## src/rtl/fetch_sequencer.sv

```systemverilog
// Instruction-fetch controller: owns the PC, fetches from a single-cycle instruction
// memory and queues {pc, instr} pairs in a 2-entry prefetch buffer for decode.
module fetch_sequencer #(
  parameter logic [31:0] reset_vector = 32'h0000_0000,
  parameter int unsigned mem_bytes    = 128,
  parameter int unsigned depth        = 2
) (
  input  logic        clk,
  input  logic        rst,
  input  logic        start,
  input  logic        halt,
  output logic [31:0] instr_address,
  input  logic [31:0] instr_data,
  output logic        out_valid,
  input  logic        out_ready,
  output logic [31:0] out_instruction,
  output logic [31:0] out_pc,
  input  logic        redirect_valid,
  input  logic [31:0] redirect_target,
  output logic        running,
  output logic        fault,
  output logic [31:0] retired_count,
  output logic [1:0]  state_dbg
);

  // Handshake: a transfer to decode completes in any cycle where out_valid and
  // out_ready are both high at the rising edge; out_valid never depends on out_ready.

  typedef enum logic [1:0] {
    S_IDLE   = 2'd0,
    S_RUN    = 2'd1,
    S_HALTED = 2'd2,
    S_FAULT  = 2'd3
  } state_t;

  state_t      state;
  logic [31:0] pc;
  logic [1:0]  count;
  logic [31:0] head_pc, head_instr;
  logic [31:0] tail_pc, tail_instr;

  logic pop;
  logic pc_legal;
  logic fire;
  logic flush;
  logic load_pc;
  logic unused_target_bits;

  assign unused_target_bits = ^redirect_target[1:0];

  assign instr_address   = pc;
  assign out_valid       = (count != 2'd0);
  assign out_pc          = out_valid ? head_pc : 32'd0;
  assign out_instruction = out_valid ? head_instr : 32'd0;
  assign running         = (state == S_RUN);
  assign state_dbg       = state;

  assign pop      = out_valid && out_ready;
  assign pc_legal = (pc < mem_bytes);
  assign fire     = (state == S_RUN) && !redirect_valid && pc_legal &&
                    ((count < 2'd2) || pop);
  assign flush    = redirect_valid && ((state == S_RUN) || (state == S_HALTED));
  assign load_pc  = redirect_valid && (state != S_FAULT);

  always_ff @(posedge clk or posedge rst) begin
    if (rst) begin
      state         <= S_IDLE;
      pc            <= reset_vector;
      count         <= 2'd0;
      head_pc       <= 32'd0;
      head_instr    <= 32'd0;
      tail_pc       <= 32'd0;
      tail_instr    <= 32'd0;
      fault         <= 1'b0;
      retired_count <= 32'd0;
    end else begin
      if (load_pc) begin
        pc <= {redirect_target[31:2], 2'b00};
      end else if (fire) begin
        pc <= pc + 32'd4;
      end

      if (pop) begin
        retired_count <= retired_count + 32'd1;
      end

      // The head register always holds the oldest entry; the tail only the second.
      if (flush) begin
        count <= 2'd0;
      end else begin
        case ({fire, pop})
          2'b10: begin
            if (count == 2'd0) begin
              head_pc    <= pc;
              head_instr <= instr_data;
            end else begin
              tail_pc    <= pc;
              tail_instr <= instr_data;
            end
            count <= count + 2'd1;
          end
          2'b01: begin
            head_pc    <= tail_pc;
            head_instr <= tail_instr;
            count      <= count - 2'd1;
          end
          2'b11: begin
            if (count == 2'd1) begin
              head_pc    <= pc;
              head_instr <= instr_data;
            end else begin
              head_pc    <= tail_pc;
              head_instr <= tail_instr;
              tail_pc    <= pc;
              tail_instr <= instr_data;
            end
          end
          default: ;
        endcase
      end

      case (state)
        S_IDLE: begin
          if (start && !halt) state <= S_RUN;
        end
        S_RUN: begin
          if (halt) begin
            state <= S_HALTED;
          end else if (!redirect_valid && !pc_legal) begin
            state <= S_FAULT;
            fault <= 1'b1;
          end
        end
        S_HALTED: begin
          if (start && !halt) state <= S_RUN;
        end
        default: state <= S_FAULT;
      endcase
    end
  end

endmodule

```

## config.mk

```make
export PLATFORM = sky130hd
export DESIGN_NAME = fetch_sequencer
export DESIGN_NICKNAME = d
export VERILOG_FILES = /design/src/rtl/fetch_sequencer.sv
export SDC_FILE = /design/constraint.sdc
export NUM_CORES = 1
export LEC_CHECK = 0
export BUFFER_PORTS_ARGS = -buffer_cell sky130_fd_sc_hd__buf_2
export CORE_ASPECT_RATIO = 1.4
export CORE_MARGIN = 2
export CORE_UTILIZATION = 54
export CTS_CLUSTER_SIZE = 16
export DETAILED_ROUTE_END_ITERATION = 10
export PLACE_DENSITY_LB_ADDON = 0.08
export SYNTH_ARGS = -nofsm -noshare
export SYNTH_HDL_FRONTEND = slang
export SYNTH_SLANG_ARGS = --single-unit
```

## constraint.sdc

```tcl
create_clock -name clk -period 9.4 [get_ports clk]
set_input_delay 1.88 -clock clk [delete_from_list [all_inputs] [get_ports clk]]
set_output_delay 1.88 -clock clk [all_outputs]
set_load 0.02 [all_outputs]
```

## Word-level counts from Yosys, hierarchy flattened

Cells that the tools add are included.

- Register bits after elaboration: 197
- Bits of input ports: 70
- Output and inout port bits: 133

- Add/sub/neg operators: 4
- $lt $le $gt $ge: 2
- Equality and inequality tests: 12
- Multiplexer cells: 22
- Bitwise logic cells: 2
- Reductions and logical operators: 25

Operators with widths:

| cell | count |
|---|---|
| $mux W32 | 12 |
| $pmux W32 S3 | 2 |
| $pmux W32 S2 | 2 |
| $add A32 B1 Y32 const B | 1 |
| $add A32 B3 Y32 const B | 1 |
| $lt A32 B8 Y1 const B | 1 |
| $logic_and A1 B1 Y1 | 8 |
| $mux W2 | 4 |
| $ne A2 B2 Y1 const B | 4 |
| $pmux W2 S2 | 2 |
| $eq A2 B1 Y1 const B | 3 |
| $eq A2 B2 Y1 const B | 3 |
| $reduce_and A3 Y1 | 2 |
| $reduce_bool A2 Y1 | 3 |
| $reduce_bool A3 Y1 | 2 |
| $logic_not A2 Y1 | 2 |
| $reduce_and A4 Y1 | 1 |
| $logic_not A1 Y1 | 3 |
| $ne A3 B2 Y1 const B | 1 |
| $add A2 B1 Y2 const B | 1 |
| $logic_or A1 B1 Y1 | 2 |
| $lt A2 B2 Y1 const B | 1 |
| $ne A2 B1 Y1 const B | 1 |
| $not A1 Y1 | 2 |
| 3 further kinds | 3 |

## Longest topological paths before layout

Gate-level depths: netlist of run 1.

- Depth in word-level cells: 7
- Gate-level depth with buffers: 10
- Gate-level depth less buffers: 7

## Least setup slack after synthesis of run 1

Ideal clock, no wire load.

- Kind: input to register
- Start: in out_ready
- End: reg retired_count[20]
- Library setup time: 0.130 ns
- Arrival: 3.172 ns
- Setup slack: 6.098 ns
- Cell stages on the path: 8
- Path buffers: 3
- Cell sequence: nor2b_1 clkbuf_1 and4_1 buf_2 and3_1 clkbuf_1 nand3_1 xnor2_1

- Cells in the longest elaborated chain, start to end: 1

RTL lines:

| item | RTL line | source |
|---|---|---|
| start: declaration | 15 | `input logic out_ready,` |
| $logic_and A1 B1 Y1 | 58 | `assign pop = out_valid && out_ready;` |
| end signal: assignment | 84 | `retired_count <= retired_count + 32'd1;` |
| end: declaration | 22 | `output logic [31:0] retired_count,` |

Every way passes these cells.
A chain may end at the register's enable or synchronous reset.

## Worst setup path in the final report of run 1

- Start: reg count[1]
- End: out out_pc[8]

- Cells in the longest elaborated chain, start to end: 2

RTL lines:

| item | RTL line | source |
|---|---|---|
| start: declaration | 38 | `logic [1:0] count;` |
| start signal: assignment | 100 | `count <= count + 2'd1;` |
| start signal: assignment | 105 | `count <= count - 2'd1;` |
| $reduce_bool A2 Y1 | 52 | `assign out_valid = (count != 2'd0);` |
| $mux W32 | 53 | `assign out_pc = out_valid ? head_pc : 32'd0;` |
| end: declaration | 17 | `output logic [31:0] out_pc,` |

Every way passes these cells.

==> results of run 1 <==
-- cell type report --
| type | instances | area [sq um] |
|---|---|---|
| Inverter | 10 | 42.54 |
| Multi-Input combinational cell | 488 | 3440 |
| Fill cell | 1226 | 5333 |
| Clock inverter | 12 | 110.1 |
| Clock buffer | 20 | 446.7 |
| Sequential cell | 192 | 4805 |
| Tap cell | 196 | 245.2 |
| Timing Repair Buffer | 206 | 1051 |
-- state kept, by name, summed over array words and instances (netlist names) --
| register | cells |
|---|---|
| retired_count | 32 |
| instr_address | 30 |
| tail_instr | 32 |
| fault | 1 |
| count | 2 |
| tail_pc | 30 |
| state_dbg | 2 |
| head_instr | 32 |
| head_pc | 31 |
-- per-stage QoR --
stage | worst slack (ns) | power [mW]
4_1_cts | 5.047 | 3.169
6_report | 5.121 | 3.139
3_3_place_gp | 5.280 | 2.430
5_1_grt | 4.966 | 3.343
2_1_floorplan | 2.293 | 2.081
3_5_place_dp | 5.244 | 2.472
-- cells in the final DEF (no fill, tap or decap), types with 9 or more instances in the layout --
cell,count
mux2_1,37
o211a_1,25
nor2_1,12
dfrtp_1,192
clkbuf_16,17
nand2_1,99
xnor2_1,31
o221a_2,37
nor2b_1,91
nand3_1,12
inv_1,9
or3_1,63
buf_2,198
-- metal layers --
metal	GRT usage, %	up-vias	part of all wire [%]
met1	31.58	3102	44
met3	5.389	24	5.5
met4	7.474	0	1.6
li1	-	2914	-
met5	0	-	0
met2	38.33	181	49
-- power groups by stage --
stage	combinational, mW	clock [mW]	sequential [mW]
3_3_place_gp	1.24	0	1.19
4_1_cts	1.28	0.697	1.19
3_5_place_dp	1.27	0	1.20
5_1_grt	1.39	0.736	1.22
2_1_floorplan	0.824	0	1.26
6_report	1.27	0.683	1.19
-- logic make-up after synthesis --
group	synth area share [%]
AND/OR/NAND/NOR	20.82
flip-flops	56.47
other	0.04408
adder cells (fa/ha/maj)	1.177
AO/OA/AOI/OAI	9.206
XOR/XNOR	3.809
buffers and inverters	3.456
multiplexers	5.015
-- worst register-to-register path, cell delays in order, from the launching register on --
cell,delay [ns]
dfrtp_1,0.38
inv_1,0.14
ha_2,0.65
buf_4,0.51
nand2_1,0.20
nor3_4,0.87
buf_4,0.46
or3_1,0.18
o221a_2,0.18
-- worst max path at each step --
stage | cells after the start | start | endpoint
floorplan | 1 | rst | count[0]$_DFFE_PP0P_
global placement | 7 | out_ready | head_instr[5]$_DFFE_PP0P_
detailed placement | 7 | redirect_valid | head_instr[27]$_DFFE_PP0P_
CTS | 5 | count[1]$_DFFE_PP0P_ | out_pc[8]
global route | 5 | count[1]$_DFFE_PP0P_ | out_pc[8]
finish | 5 | count[1]$_DFFE_PP0P_ | out_pc[8]
==> out/results.ini, run 1 <==
[worst_hold_path]
hp-class=reg -> reg
holdPathStages=1
hold_start=tail_pc[5]$_DFFE_PP0P_
worstHoldEndpoint=tail_pc[5]$_DFFE_PP0P_

[synth]
yosys.area.top_type=dfrtp_1
ys_warn_count=0
ys_ff_latch=192
synth_most_common_cell=dfrtp_1
synthCells=743
synth_top_area_share_pct=56.47
synth_area_leaders=dfrtp_1 56%, nor2b_1 6.8%, mux2_1 4.9%
synth_area_sq_mm=0.008508
syn_area_per_cell_sq_um=11.45
synth_enable_flop_cells=0
yosysSeqAreaShare_pct=56.47
netlist_top_cells_count=192 x dfrtp_1, 100 x nand2_1, 92 x nor2b_1
async_flop_share_pct=100.0
ys.flop_type=dfrtp_1
synth_cell_type_count=42

[job]
maxCapViolations=0

[timing]
finalSetupTns_ns=0
relSlewSlack_pct=19.52
drv_slew=0
period_needed_ns=4.279
finalCritPeriodShare_pct=45.52
holdWs_ns=0.4887
rsz0062_at_grt=no
clock_skew_ns=0.01560
worstMarginPinSlew_ns=1.202
fmax_mhz=233.7
final-hold-violation-count=0
setup_viol=0

[setup_path]
critPathTopFamily=buffers and inverters
crit_chain=inv_1 -> ha_2 -> buf_4 -> nor2b_1 -> buf_2
cp.buffers_inverters=3
r2r_start=count[1]$_DFFE_PP0P_
r2r_end=head_instr[27]$_DFFE_PP0P_
end_kind=output port
max_stage_delay_ns=0.65
cp_max_fo=38
regToRegSetupSlack_ns=5.79
r2r_cells=8
path_class=reg -> out
worst_ep_arrival_time_ns=2.40
worst_setup_path_start_kind=flop
slowest_stage=ha_2
required_ns=7.52

[die]
ioPinCount=203
die_y_um=152.5
start_util_pct=54.99
die-area_sq_mm=0.01679
core_sq_mm=0.01547
rows=54
die_x_um=110.1

[detailed_routing]
drtPass1Iterations=4
drc=0
vias_per_cell=5.535
drt_iter0_drc=280
ant_nets=0
wl_per_cell_um=16.91
via_count=6221
routed_wl_um=19000

[place]
placedInstanceArea_sq_mm=0.009583
hpwl_um=12220
gp_congestion=0.7488
io_buffers=198
dp_cells=1092

[power]
p_leak_nw=5.343
ir_worst_vdd_v=0.0001715
p_int_mw=1.955
swShare_pct=37.72
power.share.sequential_pct=37.9
combPwrFrac_pct=40.4
pwr_density_cell_mw_per_mm2=309.6
power_switching_mw=1.184
clkPwrFrac_pct=21.8

[status]
outcome=complete, no violations

[clocking]
clk_pin_slew_ns=0.06
root_buffer=clkbuf_16
ctsHoldBuffers=0
clkLatencyLatePin_ns=0.43
clkSinkCount=192
cts.path.max_buffers=2
post_cts_buffers=0
cts_tree=yes
htree_levels=4
cts-buffers-inserted=17
cts_resized=0

[global_route]
grt_pass1_wl_um=31800
grt_use_total_pct=23.69
antenna_found_initial=0
grt-ovfl-total=0
grt_max_degree=83
grt_pass1_vias=6469

[cells_and_area]
fin_util_pct=65.53
final_cell_count_no_fill=1124
stdcell_area_sq_mm=0.01014
area_growth_pct=19.18
drive_gt1_share_pct=30.93
fin_nets=993
antenna-diode-count=0

Power figures use the tool's default switching activity.
==> run 2: changes to the inputs <==
==> constraint.sdc (replaced) <==
create_clock -name clk -period 4.4 [get_ports clk]
set_input_delay 0.88 -clock clk [delete_from_list [all_inputs] [get_ports clk]]
set_output_delay 0.88 -clock clk [all_outputs]
set_load 0.02 [all_outputs]
==> out/results.ini, run 2 (synthesized netlist as in run 1, its figures left out) <==
[status]
outcome=complete, no violations

[setup_path]
max_stage_delay_ns=0.74
worst_setup_path_start_kind=flop
end_kind=flop
cp_max_fo=28
cp.depth=6
cp.buffers_inverters=1
crit_chain=nor4_1 -> nand3_1 -> nor3_4 -> o2111a_2 -> buf_12 -> mux2_1
critPathTopFamily=simple AND/OR/NAND/NOR gates
worst_ep_arrival_time_ns=3.36
required_ns=4.71
r2r_cells=6
slowest_stage=o2111a_2
path_class=reg -> reg
regToRegSetupSlack_ns=1.35

[cells_and_area]
mostFrequentLayoutCells=198 x buf_2, 192 x dfrtp_1, 99 x nand2_1, 91 x nor2b_1, 63 x or3_1
antenna-diode-count=0
fin_nets=994
layout_commonest_cell=buf_2
drive_gt1_share_pct=31.22
reg.largest.list=head_instr x32, retired_count x32, tail_instr x32
fin_util_pct=66.32
area_growth_pct=20.60

[timing]
drv_slew=0
finalSetupTns_ns=0
final-hold-violation-count=0
setup_viol=0
period_needed_ns=3.051
rsz0062_at_grt=no
clock_skew_ns=0.01046
fin_ws_ns=1.349
fmax_mhz=327.8
worstMarginPinSlew_ns=1.225
finalCritPeriodShare_pct=69.34
holdWs_ns=0.4841
relSlewSlack_pct=17.97

[power]
p_leak_nw=5.401
power_mw=6.856
ir_worst_vdd_v=0.0004576
pwr_density_cell_mw_per_mm2=668.2

[clocking]
ctsHoldBuffers=0
clk_pin_slew_ns=0.07
clkSinkCount=192
cts_tree=yes
cts-buffers-inserted=17
cts_resized=0
post_cts_buffers=0
root_buffer=clkbuf_16
htree_levels=4
cts.path.max_buffers=2
clkLatencyLatePin_ns=0.43

[detailed_routing]
drc=0
via_count=6223
wl_per_cell_um=17.15
drt_iter0_drc=324
routed_wl_um=19300
ant_nets=0
drtPass1Iterations=5
vias_per_cell=5.532

[global_route]
grt_use_total_pct=24.04
grt_max_degree=82
grt_pass1_wl_um=31540
grt_pass1_vias=6374
grt-ovfl-total=0
antenna_found_initial=0

[die]
die_x_um=110.1
die_y_um=152.5
core_sq_mm=0.01547
die-area_sq_mm=0.01679
start_util_pct=54.99
ioPinCount=203
rows=54

[job]
maxCapViolations=0

[place]
place_ws_ns=1.330
hpwl_um=12050
gp_congestion=0.7321
io_buffers=198

[worst_hold_path]
hp-class=reg -> reg
holdPathStages=1

==> run 2: cell type report <==
cell class	count	area, sq um
fill	1230	5211
sequential	192	4805
multi-input combinational	488	3440
timing repair buffer	207	1121
clock buffer	17	425.4
tap	196	245.2
clock inverter	15	183.9
inverter	10	41.29
==> run 2: through the flow <==
step                instances  area, sq um
detailed placement       1093         9652
global placement         1093         9652
global route             1125        10260
CTS                      1125        10260
floorplan                 744         8516
finish                   1125        10260
==> run 2: worst paths after layout <==
path	from	to
setup / recovery	instr_address[9]$_DFFE_PP0P_	tail_instr[10]$_DFFE_PP0P_
hold / removal	retired_count[31]$_DFFE_PP0P_	retired_count[31]$_DFFE_PP0P_
setup reg to reg	instr_address[9]$_DFFE_PP0P_	tail_instr[10]$_DFFE_PP0P_
hold reg to reg	retired_count[31]$_DFFE_PP0P_	retired_count[31]$_DFFE_PP0P_
max in group asynchronous	rst	head_instr[26]$_DFFE_PP0P_
min in group asynchronous	rst	head_pc[1]$_DFFE_PP0P_
==> run 2: report_power, final <==
part	internal, mW	switching [mW]	leakage, nW	total (mW)
clock	0.901	0.686	0.284	1.59
sequential	2.23	0.306	2.48	2.54
combinational	1.15	1.58	2.64	2.73
==> run 2: per-layer routing <==
| metal | vias to the layer above | global-route usage, % | wire length, um |
|---|---|---|---|
| met1 | 3108 | 30.96 | 8314 |
| met4 | 0 | 7.896 | 281 |
| met5 | - | 0 | 0 |
| met2 | 186 | 39.59 | 9577 |
| li1 | 2909 | - | - |
| met3 | 20 | 5.860 | 1122 |
==> run 3: changes to the inputs <==
==> constraint.sdc (replaced) <==
create_clock -name clk -period 3.2 [get_ports clk]
set_input_delay 0.64 -clock clk [delete_from_list [all_inputs] [get_ports clk]]
set_output_delay 0.64 -clock clk [all_outputs]
set_load 0.02 [all_outputs]
==> out/results.ini, run 3 (synthesized netlist as in run 1, its figures left out) <==
[setup_path]
critPathTopFamily=buffers and inverters
max_stage_delay_ns=0.62
cp_max_fo=65
worst_ep_arrival_time_ns=2.16
crit_chain=inv_1 -> ha_2 -> buf_4 -> nor2b_1 -> buf_2
end_kind=output port
worst_setup_path_start_kind=flop
slowest_stage=buf_4
required_ns=2.56
cp.buffers_inverters=3
path_class=reg -> out

[place]
place_ws_ns=0.6039
gp_congestion=0.7582
hpwl_um=12070
io_buffers=198

[cells_and_area]
mostFrequentLayoutCells=198 x buf_2, 192 x dfrtp_1, 99 x nand2_1, 91 x nor2b_1, 63 x or3_1
fin_nets=998
layout_commonest_cell=buf_2
area_growth_pct=20.38
drive_gt1_share_pct=30.83
reg.largest.list=head_instr x32, retired_count x32, tail_instr x32
antenna-diode-count=0
fill_cells=1259

[power]
p_leak_nw=5.410
power.share.sequential_pct=37.1
pwr_density_cell_mw_per_mm2=919.8
swShare_pct=36.66
ir_worst_vdd_v=0.0005463
clkPwrFrac_pct=23.1
p_int_mw=5.967
combPwrFrac_pct=39.8
power_switching_mw=3.454

[detailed_routing]
routed_wl_um=19340
wl_per_cell_um=17.16
drt_iter0_drc=343
ant_nets=0
drtPass1Iterations=4
drc=0
via_count=6183
vias_per_cell=5.486

[timing]
fmax_mhz=357.5
finalSetupTns_ns=0
rsz0062_at_grt=no
period_needed_ns=2.797
clock_skew_ns=0.01054
finalCritPeriodShare_pct=87.41
fin_ws_ns=0.4028
worstMarginPinSlew_ns=0.9559
final-hold-violation-count=0
setup_viol=0
relSlewSlack_pct=36.28
drv_slew=0

[clocking]
post_cts_buffers=0
htree_levels=4
cts_resized=0
cts_tree=yes
ctsHoldBuffers=0
clk_pin_slew_ns=0.07
cts-buffers-inserted=17
cts.path.max_buffers=2
clkLatencyLatePin_ns=0.43
root_buffer=clkbuf_16
clkSinkCount=192

[die]
core_sq_mm=0.01547
die_x_um=110.1
die-area_sq_mm=0.01679
ioPinCount=203
start_util_pct=54.99
die_y_um=152.5
rows=54

[global_route]
grt_use_total_pct=23.61
grt_max_degree=161
antenna_found_initial=0
grt_pass1_vias=6159
grt-ovfl-total=0
grt_pass1_wl_um=30990

[worst_hold_path]
hp-class=in -> async

[job]
maxCapViolations=0

[status]
outcome=complete, no violations

==> run 3: cell types whose count changed in the layout (fill, tap and decap cells not counted) <==
cell / delta
inv_6: -1
inv_8: -1
clkbuf_8: +4
buf_4: +7
clkbuf_1: +5
clkinv_4: -2
clkinvlp_4: -5
clkinv_2: -2
buf_12: -3
==> run 3: path summary, 6_finish.rpt <==
kind / start / slack, ns / endpoint / depth (start not counted)
setup / recovery: count[1]$_DFFE_PP0P_ / 0.40 / out_pc[12] / 5
hold / removal: rst / 0.36 / retired_count[29]$_DFFE_PP0P_ / 3
setup reg to reg: instr_address[9]$_DFFE_PP0P_ / 0.60 / tail_pc[3]$_DFFE_PP0P_ / 6
hold reg to reg: fault$_DFFE_PP0P_ / 0.47 / fault$_DFFE_PP0P_ / 2
max in group asynchronous: rst / 2.13 / head_instr[17]$_DFFE_PP0P_ / 3
min in group clk: redirect_target[23] / 0.40 / instr_address[23]$_DFFE_PP0P_ / 3
==> run 3: layout make-up <==
class                           count  area [sq um]  area share (%)
Tap cell                          196         245.2           2.394
Timing Repair Buffer              211          1114           10.87
Inverter                           10         41.29          0.4031
Multi-Input combinational cell    488          3440           33.58
Sequential cell                   192          4805           46.91
Clock buffer                       26         499.2           4.874
Clock inverter                      4         98.84          0.9651
==> run 3: power by group through the flow <==
stage,sequential [mW],clock (mW),combinational [mW]
after floorplan,3.69,0,2.42
after global placement,3.49,0,3.66
after detailed placement,3.53,0,3.75
after CTS,3.50,2.21,3.79
after global routing,3.58,2.32,4.08
final,3.50,2.17,3.75
==> run 3: worst register-to-register path: stages, from the launching register on <==
cell and delay [ns]:
dfrtp_1 0.40, nor4_1 0.47, nand3_1 0.35, nor3_4 0.32, o2111a_2 0.29, buf_4 0.29, mux2_1 0.37
==> run 3: routing by layer <==
metal  vias to the layer above  track usage (%)  share of wire, %
met1                      3104            30.87                44
met5                         -                0                 0
met2                       153            38.62                50
met3                        19            5.945               4.8
li1                       2907                -                 -
met4                         0            6.992               1.3
==> run 3: per-stage QoR <==
stage                     hold slack [ns]  std cells  cell area, sq um  power (mW)  util (%)
final                              0.3603       1127             10240       9.421     66.20
after global routing               0.3865       1127             10240       9.981     66.20
after CTS                          0.3587       1127             10240       9.500     66.20
after detailed placement           0.4647       1097              9644       7.286     62.33
after global placement             0.4499       1097              9644       7.148     62.33
after floorplan                    0.4592        744              8516       6.114         -
